--- config.mk ---
export PLATFORM = sky130hd
export DESIGN_NAME = instr_fetch_unit_flat
export DESIGN_NICKNAME = d
export VERILOG_FILES = /design/src/rtl/riscv_pkg.sv /design/src/rtl/instr_fetch_unit_if.sv /design/src/rtl/sync_fifo.sv /design/src/rtl/instr_fetch_unit.sv /design/src/flat_wrapper.sv
export SDC_FILE = /design/constraint.sdc
export NUM_CORES = 1
export LEC_CHECK = 0
export BUFFER_PORTS_ARGS = -buffer_cell sky130_fd_sc_hd__buf_2
export CAP_MARGIN = 10
export CORE_MARGIN = 2
export CORE_UTILIZATION = 25
export CTS_BUF_LIST = sky130_fd_sc_hd__clkbuf_4 sky130_fd_sc_hd__clkbuf_8
export CTS_CLUSTER_DIAMETER = 30
export CTS_CLUSTER_SIZE = 40
export DETAILED_ROUTE_END_ITERATION = 7
export PLACE_DENSITY = 0.51
export SLEW_MARGIN = 0
export SYNTH_ARGS = -nofsm -noshare
export SYNTH_HDL_FRONTEND = slang
export SYNTH_SLANG_ARGS = --single-unit
export TNS_END_PERCENT = 100
--- constraint.sdc ---
create_clock -name clk -period 5.8 [get_ports clk]
set_input_delay 0.58 -clock clk [delete_from_list [all_inputs] [get_ports clk]]
set_output_delay 0.58 -clock clk [all_outputs]
set_load 0.02 [all_outputs]
--- src/rtl/riscv_pkg.sv ---
// Types and constants shared across the RISC-V core pipeline stages.
package riscv_pkg;

    localparam int XLEN = 32;
    localparam int ILEN = 32;
    localparam logic [XLEN-1:0] RESET_PC_DEFAULT = 32'h0000_0000;

    typedef struct packed {
        logic [XLEN-1:0] pc;
        logic [ILEN-1:0] instr;
    } fetch_entry_t;

    // Instructions are word aligned, so the low two address bits are discarded.
    function automatic logic [XLEN-1:0] word_align(input logic [XLEN-1:0] addr);
        return {addr[XLEN-1:2], 2'b00};
    endfunction

endpackage

--- src/rtl/instr_fetch_unit_if.sv ---
// Bus bundle between the fetch unit, instruction memory, execute (redirect) and decode.
interface instr_fetch_unit_if;
    import riscv_pkg::*;

    // Handshakes: a transfer happens on a rising edge where valid && ready are both 1.
    // imem_req_* and instr_* are valid/ready pairs; imem_rsp_valid and redirect_valid
    // have no ready and are always accepted in the cycle they are high.
    logic            imem_req_valid;
    logic            imem_req_ready;
    logic [XLEN-1:0] imem_req_addr;
    logic            imem_rsp_valid;
    logic [ILEN-1:0] imem_rsp_data;
    logic            redirect_valid;
    logic [XLEN-1:0] redirect_pc;
    logic            instr_valid;
    logic            instr_ready;
    logic [ILEN-1:0] instr_out;
    logic [XLEN-1:0] instr_pc;

    modport master (
        output imem_req_valid, imem_req_addr, instr_valid, instr_out, instr_pc,
        input  imem_req_ready, imem_rsp_valid, imem_rsp_data, redirect_valid, redirect_pc,
        input  instr_ready
    );

    modport slave (
        input  imem_req_valid, imem_req_addr, instr_valid, instr_out, instr_pc,
        output imem_req_ready, imem_rsp_valid, imem_rsp_data, redirect_valid, redirect_pc,
        output instr_ready
    );

endinterface

--- src/rtl/sync_fifo.sv ---
// Synchronous FIFO with flush and a registered head entry (no push-to-head bypass).
module sync_fifo #(
    parameter int DEPTH = 4,
    parameter int WIDTH = 64
) (
    input  logic                         clk_i,
    input  logic                         rst_i,
    input  logic                         push_i,
    input  logic [WIDTH-1:0]             push_data_i,
    input  logic                         pop_i,
    input  logic                         flush_i,
    output logic                         valid_o,
    output logic [WIDTH-1:0]             head_o,
    output logic [$clog2(DEPTH+1)-1:0]   count_o
);

    localparam int AW = $clog2(DEPTH);
    localparam int CW = $clog2(DEPTH+1);

    logic [WIDTH-1:0] mem_q [DEPTH];
    logic [AW-1:0]    rd_ptr_q;
    logic [AW-1:0]    wr_ptr_q;
    logic [AW-1:0]    rd_next;
    logic [CW-1:0]    count_q;
    logic [WIDTH-1:0] head_q;
    logic [WIDTH-1:0] head_d;
    logic             do_push;
    logic             do_pop;

    assign do_push = push_i && !flush_i;
    assign do_pop  = pop_i && (count_q != '0) && !flush_i;
    assign rd_next = rd_ptr_q + AW'(1);

    // The head register holds its last value when the FIFO empties or is flushed.
    always_comb begin
        head_d = head_q;
        if (do_pop) begin
            if (count_q > CW'(1)) begin
                head_d = mem_q[rd_next];
            end else if (do_push) begin
                head_d = push_data_i;
            end
        end else if (do_push && (count_q == '0)) begin
            head_d = push_data_i;
        end
    end

    always_ff @(posedge clk_i) begin
        if (do_push) begin
            mem_q[wr_ptr_q] <= push_data_i;
        end
    end

    always_ff @(posedge clk_i or posedge rst_i) begin
        if (rst_i) begin
            rd_ptr_q <= '0;
            wr_ptr_q <= '0;
            count_q  <= '0;
            head_q   <= '0;
        end else begin
            head_q <= head_d;
            if (flush_i) begin
                rd_ptr_q <= '0;
                wr_ptr_q <= '0;
                count_q  <= '0;
            end else begin
                if (do_push) begin
                    wr_ptr_q <= wr_ptr_q + AW'(1);
                end
                if (do_pop) begin
                    rd_ptr_q <= rd_next;
                end
                count_q <= count_q + CW'(do_push) - CW'(do_pop);
            end
        end
    end

    assign valid_o = (count_q != '0);
    assign head_o  = head_q;
    assign count_o = count_q;

    no_overflow_a: assert property (@(posedge clk_i) disable iff (rst_i)
        !(push_i && !pop_i && !flush_i && (count_q == CW'(DEPTH))));

endmodule

--- src/rtl/instr_fetch_unit.sv ---
// Fetch stage: credit-limited sequential fetch, PC-tagged prefetch buffer, redirect flush.
module instr_fetch_unit
    import riscv_pkg::*;
#(
    parameter int              DEPTH    = 4,
    parameter logic [XLEN-1:0] RESET_PC = RESET_PC_DEFAULT
) (
    input  logic                  clk,
    input  logic                  reset,
    instr_fetch_unit_if.master    bus
);

    localparam int CW = $clog2(DEPTH+1);

    logic [XLEN-1:0] fetch_pc_q;
    logic [XLEN-1:0] fetch_pc_d;
    logic [XLEN-1:0] shadow_pc_q;
    logic [XLEN-1:0] shadow_pc_d;
    logic [CW-1:0]   outstanding_q;
    logic [CW-1:0]   outstanding_d;
    logic [CW-1:0]   drop_q;
    logic [CW-1:0]   drop_d;
    logic [CW-1:0]   fifo_count;
    logic [CW:0]     credit_used;
    logic            req_valid;
    logic            req_fire;
    logic            rsp_keep;
    logic            fifo_valid;
    logic            pop;
    fetch_entry_t    push_entry;
    fetch_entry_t    head_entry;

    // In-flight requests plus buffered entries never exceed DEPTH, so every
    // response is guaranteed a FIFO slot.
    assign credit_used = {1'b0, outstanding_q} + {1'b0, fifo_count};
    assign req_valid   = !reset && !bus.redirect_valid && (credit_used < (CW+1)'(DEPTH));
    assign req_fire    = req_valid && bus.imem_req_ready;
    assign rsp_keep    = bus.imem_rsp_valid && !bus.redirect_valid && (drop_q == '0);
    assign pop         = fifo_valid && bus.instr_ready;

    always_comb begin
        fetch_pc_d    = fetch_pc_q;
        shadow_pc_d   = shadow_pc_q;
        drop_d        = drop_q;
        outstanding_d = outstanding_q + CW'(req_fire) - CW'(bus.imem_rsp_valid);
        if (bus.redirect_valid) begin
            fetch_pc_d  = word_align(bus.redirect_pc);
            shadow_pc_d = word_align(bus.redirect_pc);
            // Everything still in flight after this edge belongs to the old path.
            drop_d      = outstanding_d;
        end else begin
            if (req_fire) begin
                fetch_pc_d = fetch_pc_q + 32'd4;
            end
            if (rsp_keep) begin
                shadow_pc_d = shadow_pc_q + 32'd4;
            end else if (bus.imem_rsp_valid) begin
                drop_d = drop_q - CW'(1);
            end
        end
    end

    always_ff @(posedge clk or posedge reset) begin
        if (reset) begin
            fetch_pc_q    <= RESET_PC;
            shadow_pc_q   <= RESET_PC;
            outstanding_q <= '0;
            drop_q        <= '0;
        end else begin
            fetch_pc_q    <= fetch_pc_d;
            shadow_pc_q   <= shadow_pc_d;
            outstanding_q <= outstanding_d;
            drop_q        <= drop_d;
        end
    end

    assign push_entry.pc    = shadow_pc_q;
    assign push_entry.instr = bus.imem_rsp_data;

    sync_fifo #(
        .DEPTH (DEPTH),
        .WIDTH ($bits(fetch_entry_t))
    ) u_prefetch_fifo (
        .clk_i       (clk),
        .rst_i       (reset),
        .push_i      (rsp_keep),
        .push_data_i (push_entry),
        .pop_i       (pop),
        .flush_i     (bus.redirect_valid),
        .valid_o     (fifo_valid),
        .head_o      (head_entry),
        .count_o     (fifo_count)
    );

    assign bus.imem_req_valid = req_valid;
    assign bus.imem_req_addr  = fetch_pc_q;
    assign bus.instr_valid    = fifo_valid;
    assign bus.instr_out      = head_entry.instr;
    assign bus.instr_pc       = head_entry.pc;

endmodule
--- src/flat_wrapper.sv ---
// flat-port wrapper written by rule: the top's interface ports become plain ports
module instr_fetch_unit_flat import riscv_pkg::*;
#(
    parameter int              DEPTH    = 4,
    parameter logic [XLEN-1:0] RESET_PC = RESET_PC_DEFAULT
)
  (clk, reset, bus_imem_req_valid, bus_imem_req_addr, bus_instr_valid, bus_instr_out, bus_instr_pc, bus_imem_req_ready, bus_imem_rsp_valid, bus_imem_rsp_data, bus_redirect_valid, bus_redirect_pc, bus_instr_ready);
  instr_fetch_unit_if bus_i ();
  input  logic clk;
  input  logic reset;
  output wire logic [$bits(bus_i.imem_req_valid)-1:0] bus_imem_req_valid;
  output wire logic [$bits(bus_i.imem_req_addr)-1:0] bus_imem_req_addr;
  output wire logic [$bits(bus_i.instr_valid)-1:0] bus_instr_valid;
  output wire logic [$bits(bus_i.instr_out)-1:0] bus_instr_out;
  output wire logic [$bits(bus_i.instr_pc)-1:0] bus_instr_pc;
  input wire logic [$bits(bus_i.imem_req_ready)-1:0] bus_imem_req_ready;
  input wire logic [$bits(bus_i.imem_rsp_valid)-1:0] bus_imem_rsp_valid;
  input wire logic [$bits(bus_i.imem_rsp_data)-1:0] bus_imem_rsp_data;
  input wire logic [$bits(bus_i.redirect_valid)-1:0] bus_redirect_valid;
  input wire logic [$bits(bus_i.redirect_pc)-1:0] bus_redirect_pc;
  input wire logic [$bits(bus_i.instr_ready)-1:0] bus_instr_ready;
  assign bus_imem_req_valid = bus_i.imem_req_valid;
  assign bus_imem_req_addr = bus_i.imem_req_addr;
  assign bus_instr_valid = bus_i.instr_valid;
  assign bus_instr_out = bus_i.instr_out;
  assign bus_instr_pc = bus_i.instr_pc;
  assign bus_i.imem_req_ready = bus_imem_req_ready;
  assign bus_i.imem_rsp_valid = bus_imem_rsp_valid;
  assign bus_i.imem_rsp_data = bus_imem_rsp_data;
  assign bus_i.redirect_valid = bus_redirect_valid;
  assign bus_i.redirect_pc = bus_redirect_pc;
  assign bus_i.instr_ready = bus_instr_ready;
  instr_fetch_unit #(.DEPTH(DEPTH), .RESET_PC(RESET_PC)) u_core (.clk(clk), .reset(reset), .bus(bus_i));
endmodule
* Word level (Yosys, flattened, before mapping)
Memories as Yosys holds them, arrays and structs flattened.
Cells that the tools add are included.
** Cells by class
- $add $sub $neg :: 10
- Multiply operators :: 0
- Divide/modulo/power cells :: 0
- $lt $le $gt $ge :: 2
- Eq/ne operators :: 2
- Shifts and indexed selects :: 0
- Multiplexer cells :: 18
- Bitwise gates (word level) :: 0
- Reduce and logical (&&, ||, !) cells :: 23
** Operator list (number)
- $mux W64 :: 4
- $mux W32 :: 4
- $add A32 B3 Y32 const B :: 2
- $mux W3 :: 4
- $reduce_bool A2 Y1 :: 6
- $logic_and A1 B1 Y1 :: 10
- $mux W2 :: 4
- $add A3 B1 Y3 :: 2
- $logic_not A3 Y1 :: 2
- $sub A3 B1 Y3 :: 2
- $add A2 B1 Y2 const B :: 2
- $add A3 B3 Y4 :: 1
- $lt A4 B3 Y1 const B :: 1
- $reduce_and A2 Y1 :: 2
- $gt A3 B1 Y1 const B :: 1
- $ne A3 B2 Y1 const B :: 1
- $reduce_bool A3 Y1 :: 1
- $sub A3 B1 Y3 const B :: 1
- $logic_not A1 Y1 :: 2
- $mux W1 :: 2
- $ne A2 B2 Y1 const B :: 1
** Word-level totals
- Register bits after elaboration :: 141
- Bits in latches :: 0
- Bits in writable memories :: 256
- Bits in read-only memories :: 0
- Output and inout bits :: 98
- Memories :: 1
** Memories
- u_core.u_prefetch_fifo.mem_q :: depth 4, width 64, rd ports 1, clocked after Yosys merged registers in 0, write ports 1, line sync_fifo.sv:20 : logic [WIDTH-1:0] mem_q [DEPTH];

* Longest topological paths before layout
- Depth in word-level cells :: 7
- Mapped depth :: 12

* Cells and area by module
Synthesis repeated with hierarchy kept, for this count alone.
** Unflattened totals
- Cell total of the unflattened synthesis :: 1134
- Area, all modules :: 16251.8 µm²
** By module, submodules not included
- sync_fifo :: times used 1, cells an instance 733, area an instance 12599.6 µm², seq. area each 9464.1 µm²
- instr_fetch_unit :: times used 1, cells an instance 401, area an instance 3652.3 µm², seq. area each 1651.6 µm²

* Worst setup path before layout
No wires, ideal clock.
- Kind :: input to register
- Start point :: in bus_redirect_valid
- End point :: mem u_core.u_prefetch_fifo.mem_q[0][0], enable pin
- Setup time :: 427 ps
- Data arrival time :: 2720 ps
- Required time :: 5373 ps
- Slack :: 2653 ps
- Cell stages on the path :: 4
- Buffers on the path :: 2
- Path through :: clkbuf_1 -> inv_1 -> clkbuf_1 -> and3_1
** On the way
- Cells in the longest elaborated chain, start to end :: 6
** RTL lines
- from (decl) :: line flat_wrapper.sv:19 : input wire logic [$bits(bus_i.redirect_valid)-1:0] bus_redirect_valid;
- $logic_not A1 Y1 * :: line sync_fifo.sv:30, instr_fetch_unit.sv:38
- $logic_and A1 B1 Y1 (2 in a row) :: line instr_fetch_unit.sv:38 : assign rsp_keep = bus.imem_rsp_valid && !bus.redirect_valid && (drop_q == '0);
- $logic_and A1 B1 Y1 * :: line sync_fifo.sv:30 : assign do_push = push_i && !flush_i;
- $mux W1 * :: line sync_fifo.sv:49 : if (do_push) begin
- $mux W1 (not written as such) * :: line sync_fifo.sv:50 : mem_q[wr_ptr_q] <= push_data_i;
- to (decl) :: line sync_fifo.sv:20
Mark *: on every way between the ends. The rest lies on a longest branch, timed or not.

* Worst setup path in the final report
- Start point :: reg u_core.u_prefetch_fifo.count_q[2] (netlist: u_core.u_prefetch_fifo.count_o[2])
- End point :: reg u_core.fetch_pc_q[25] (netlist: u_core.bus.imem_req_addr[25])
** On the way
- Cells in the longest elaborated chain, start to end :: 5
** RTL lines
- from (decl) :: line sync_fifo.sv:24 : logic [CW-1:0] count_q;
- from (signal assigned) :: line sync_fifo.sv:73 : count_q <= count_q + CW'(do_push) - CW'(do_pop);
- $add A3 B3 Y4 :: line instr_fetch_unit.sv:35 : assign credit_used = {1'b0, outstanding_q} + {1'b0, fifo_count};
- $lt A4 B3 Y1 :: line instr_fetch_unit.sv:36 : assign req_valid = !reset && !bus.redirect_valid && (credit_used < (CW+1)'(DEPTH));
- $logic_and A1 B1 Y1 :: line instr_fetch_unit.sv:36
- $logic_and A1 B1 Y1 :: line instr_fetch_unit.sv:37 : assign req_fire = req_valid && bus.imem_req_ready;
- $reduce_bool A2 Y1 (no source line)
- to (signal assigned) :: line instr_fetch_unit.sv:70 : fetch_pc_q <= fetch_pc_d;
- to (decl) :: line instr_fetch_unit.sv:15 : logic [XLEN-1:0] fetch_pc_q;
Every way passes these cells.
A chain may end at the register's enable or synchronous reset.

==> out/qor.csv <==
metric,value,unit
Final setup viols,0,
max_cap viols,0,
vias in the first global route,10490,
top_reg_cell synth,edfxtp_1,
Routed WL per cell,18.24,um
Max clock buf depth,3,
crit path cell chain,ha_1 -> or4_4 -> or4b_4 -> inv_2 -> nand3_1 -> or3_1 -> a31o_2,
post-synthesis sequential area ratio,68.02,%
"Slowest-stage cell, CP",or4b_4,
"setup slack, reg-to-reg",2500,ps
f_max,303.4,MHz
"Buf+Inv Stages, Crit Path",1,
Post-DRT Antenna Nets,0,
Final Max Tran Viols,0,
Sink Count,383,
Final Cycle Share,56.82,%
Post-CTS Setup Inserts,0,
DRT Wirelength,40250,um
post-synth top area share,46.79,%
setup_tns,0,ps
CP max stage delay,670,ps
outcome,"complete, no violations",
Final nets,1367,
DP Wirelength,24960,um
core area,62970,um^2
total grt overflow,0,
mapped cell area,15920,um^2
DR vias,9822,
placed cell areas,17780,um^2
Ports,168,
root buf cell,clkbuf_8,
TritonRoute pass-1 iters,5,
largest net degree at the start of global routing,125,
total CTS buffers,94,
total track usage,12.34,%
Synth area leaders,"edfxtp_1, dfrtp_1, mux4_2",
fin crit period,3296,ps
DRC Markers,0,
# port buffers,161,
chip height,256.3,um
total power,9.169,mW
final instance area,20070,um^2
site row count,92,
CP endpoint kind,flop,
"Arr. time, crit path",3850,ps
Die W,256.3,um
clock network latency to the later pin of the worst-skew pair,680,ps
CTS Hold Bufs,0,
critical path type,flop to flop,
Critical R2R Launch,u_core.u_prefetch_fifo.count_o[2],
power per cell area,456.8,nW/um^2
final hold viol count,0,
required time of the worst setup path,6360,ps
first-pass GRT wire length,62370,um
vias per cell,4.452,
H-tree level count,3,
Hold/Removal Path Class,primary input to asynchronous set/reset pin,
gp weighted congestion,0.7829,
Synth area leader,edfxtp_1,
CTS tree,yes,
die area,65690,um^2
Worst setup SP type,flop,
crit-path max FO,18,
async set or reset register ratio after synthesis,35.25,%
Post-synth EDFFs,248,
Top Family by Delay on Critical Path,simple AND/OR/NAND/NOR gates,
Initial Util,25.28,%
diodes inserted,0,
maximum VDD drop,0.1466,mV
DRT iter0 DRCs,414,
CTS resizes,0,
worst rel slew slack,35.07,%
Synth Register Bits,383,
area growth from synthesis to layout,26.12,%
Clock transition at path regs,60,ps
most frequent cells after synthesis,"edfxtp_1, dfrtp_1, nor2_1",
Yosys cell types,51,
syn_area_per_cell,15.11,um^2
yosys warns,0,
Worst R2R Path Depth,7,
leak pwr,7.090,nW
FF-to-FF End,u_core.bus.imem_req_addr[25],
skew final,44.59,ps
initial antenna violation count,0,
crit path from,u_core.u_prefetch_fifo.count_o[2],
layout cell share with drive strength beyond 1,32.21,%
RSZ-0062 raised after global routing,false,
top-count cell post-synth,edfxtp_1,
Gate Count Post-Synth,1053,
actual slew at the worst max-slew pin,966.5,ps
## layer usage
metal / GRT usage [%] / routed length, um
met4: 4.890 / 930
met3: 3.519 / 2290
met2: 19.47 / 18560
met5: 0 / 0
met1: 15.98 / 18470
## through the flow
stage | hold slack, ps | util (%) | setup WS, ps | cells
CTS | 66.18 | 31.88 | 2504 | 2206
global placement | 503.6 | 28.24 | 2492 | 2028
global route | 107.2 | 31.88 | 2400 | 2206
detailed placement | 515.1 | 28.24 | 2488 | 2028
finish | 133.0 | 31.88 | 2504 | 2206
floorplan | 505.6 | - | 1609 | 1056
## flip-flops by register name, summed over array words and instances (netlist names)
register,flops
u_core.u_prefetch_fifo.mem_q,248
u_core.u_prefetch_fifo.head_o,62
u_core.bus.imem_req_addr,30
u_core.shadow_pc_q,30
u_core.drop_q,3
u_core.outstanding_q,3
u_core.u_prefetch_fifo.count_o,3
u_core.u_prefetch_fifo.rd_ptr_q,2
u_core.u_prefetch_fifo.wr_ptr_q,2
## worst max path at each step
stage	endpoint	depth (start not counted)
finish	u_core.bus.imem_req_addr[25]	7
CTS	u_core.bus.imem_req_addr[25]	7
global placement	u_core.bus.imem_req_addr[25]	7
floorplan	u_core.bus.imem_req_addr[10]	1
global route	u_core.bus.imem_req_addr[29]	7
detailed placement	u_core.bus.imem_req_addr[25]	7
## power breakdown
| part | internal [mW] | total [mW] | leakage [nW] | switching [mW] |
|---|---|---|---|---|
| Sequential | 3.29 | 3.55 | 3.81 | 0.261 |
| Combinational | 0.672 | 1.79 | 2.14 | 1.12 |
| Clock | 2.42 | 3.83 | 1.14 | 1.40 |
## cell families (layout without fill, tap and decap cells)
kind of cell,Yosys count,in the layout,share of synthesized area (%)
DFF,383,383,68.02
muxes,131,131,13.17
and+or+nand+nor,261,261,7.791
adders and majority gates,19,19,1.588
other,1,4,0.02356
AOI/OAI and AO/OA,149,149,5.684
xor gates and xnor gates,32,32,1.761
buffers and inverters,77,381,1.965
## placed cells by master (no fill, tap or decap), drive strengths merged, types with 7 or more instances in the layout
cell / n
o211ai: 23
nand4: 25
dfrtp: 135
o311ai: 12
clkinvlp: 14
clkinv: 23
a21boi: 7
nand2: 66
or3: 9
o21ai: 28
xor2: 14
ha: 17
buf: 179
mux2i: 62
mux2: 7
mux4: 62
nor3: 11
nor2: 86
clkbuf: 122
and3: 10
edfxtp: 248
bufinv: 13
nand3: 28
xnor2: 18
inv: 30
a21oi: 67
## area by class of cell
type / instances / area, um^2
multi-input combinational: 596 / 4832
timing repair buffer: 179 / 965.9
sequential: 383 / 10830
clock inverter: 56 / 686.9
tap: 846 / 1059
fill: 6285 / 42890
inverter: 24 / 95.09
clock buffer: 122 / 1604
No activity file was read; power rests on OpenSTA's default activity.
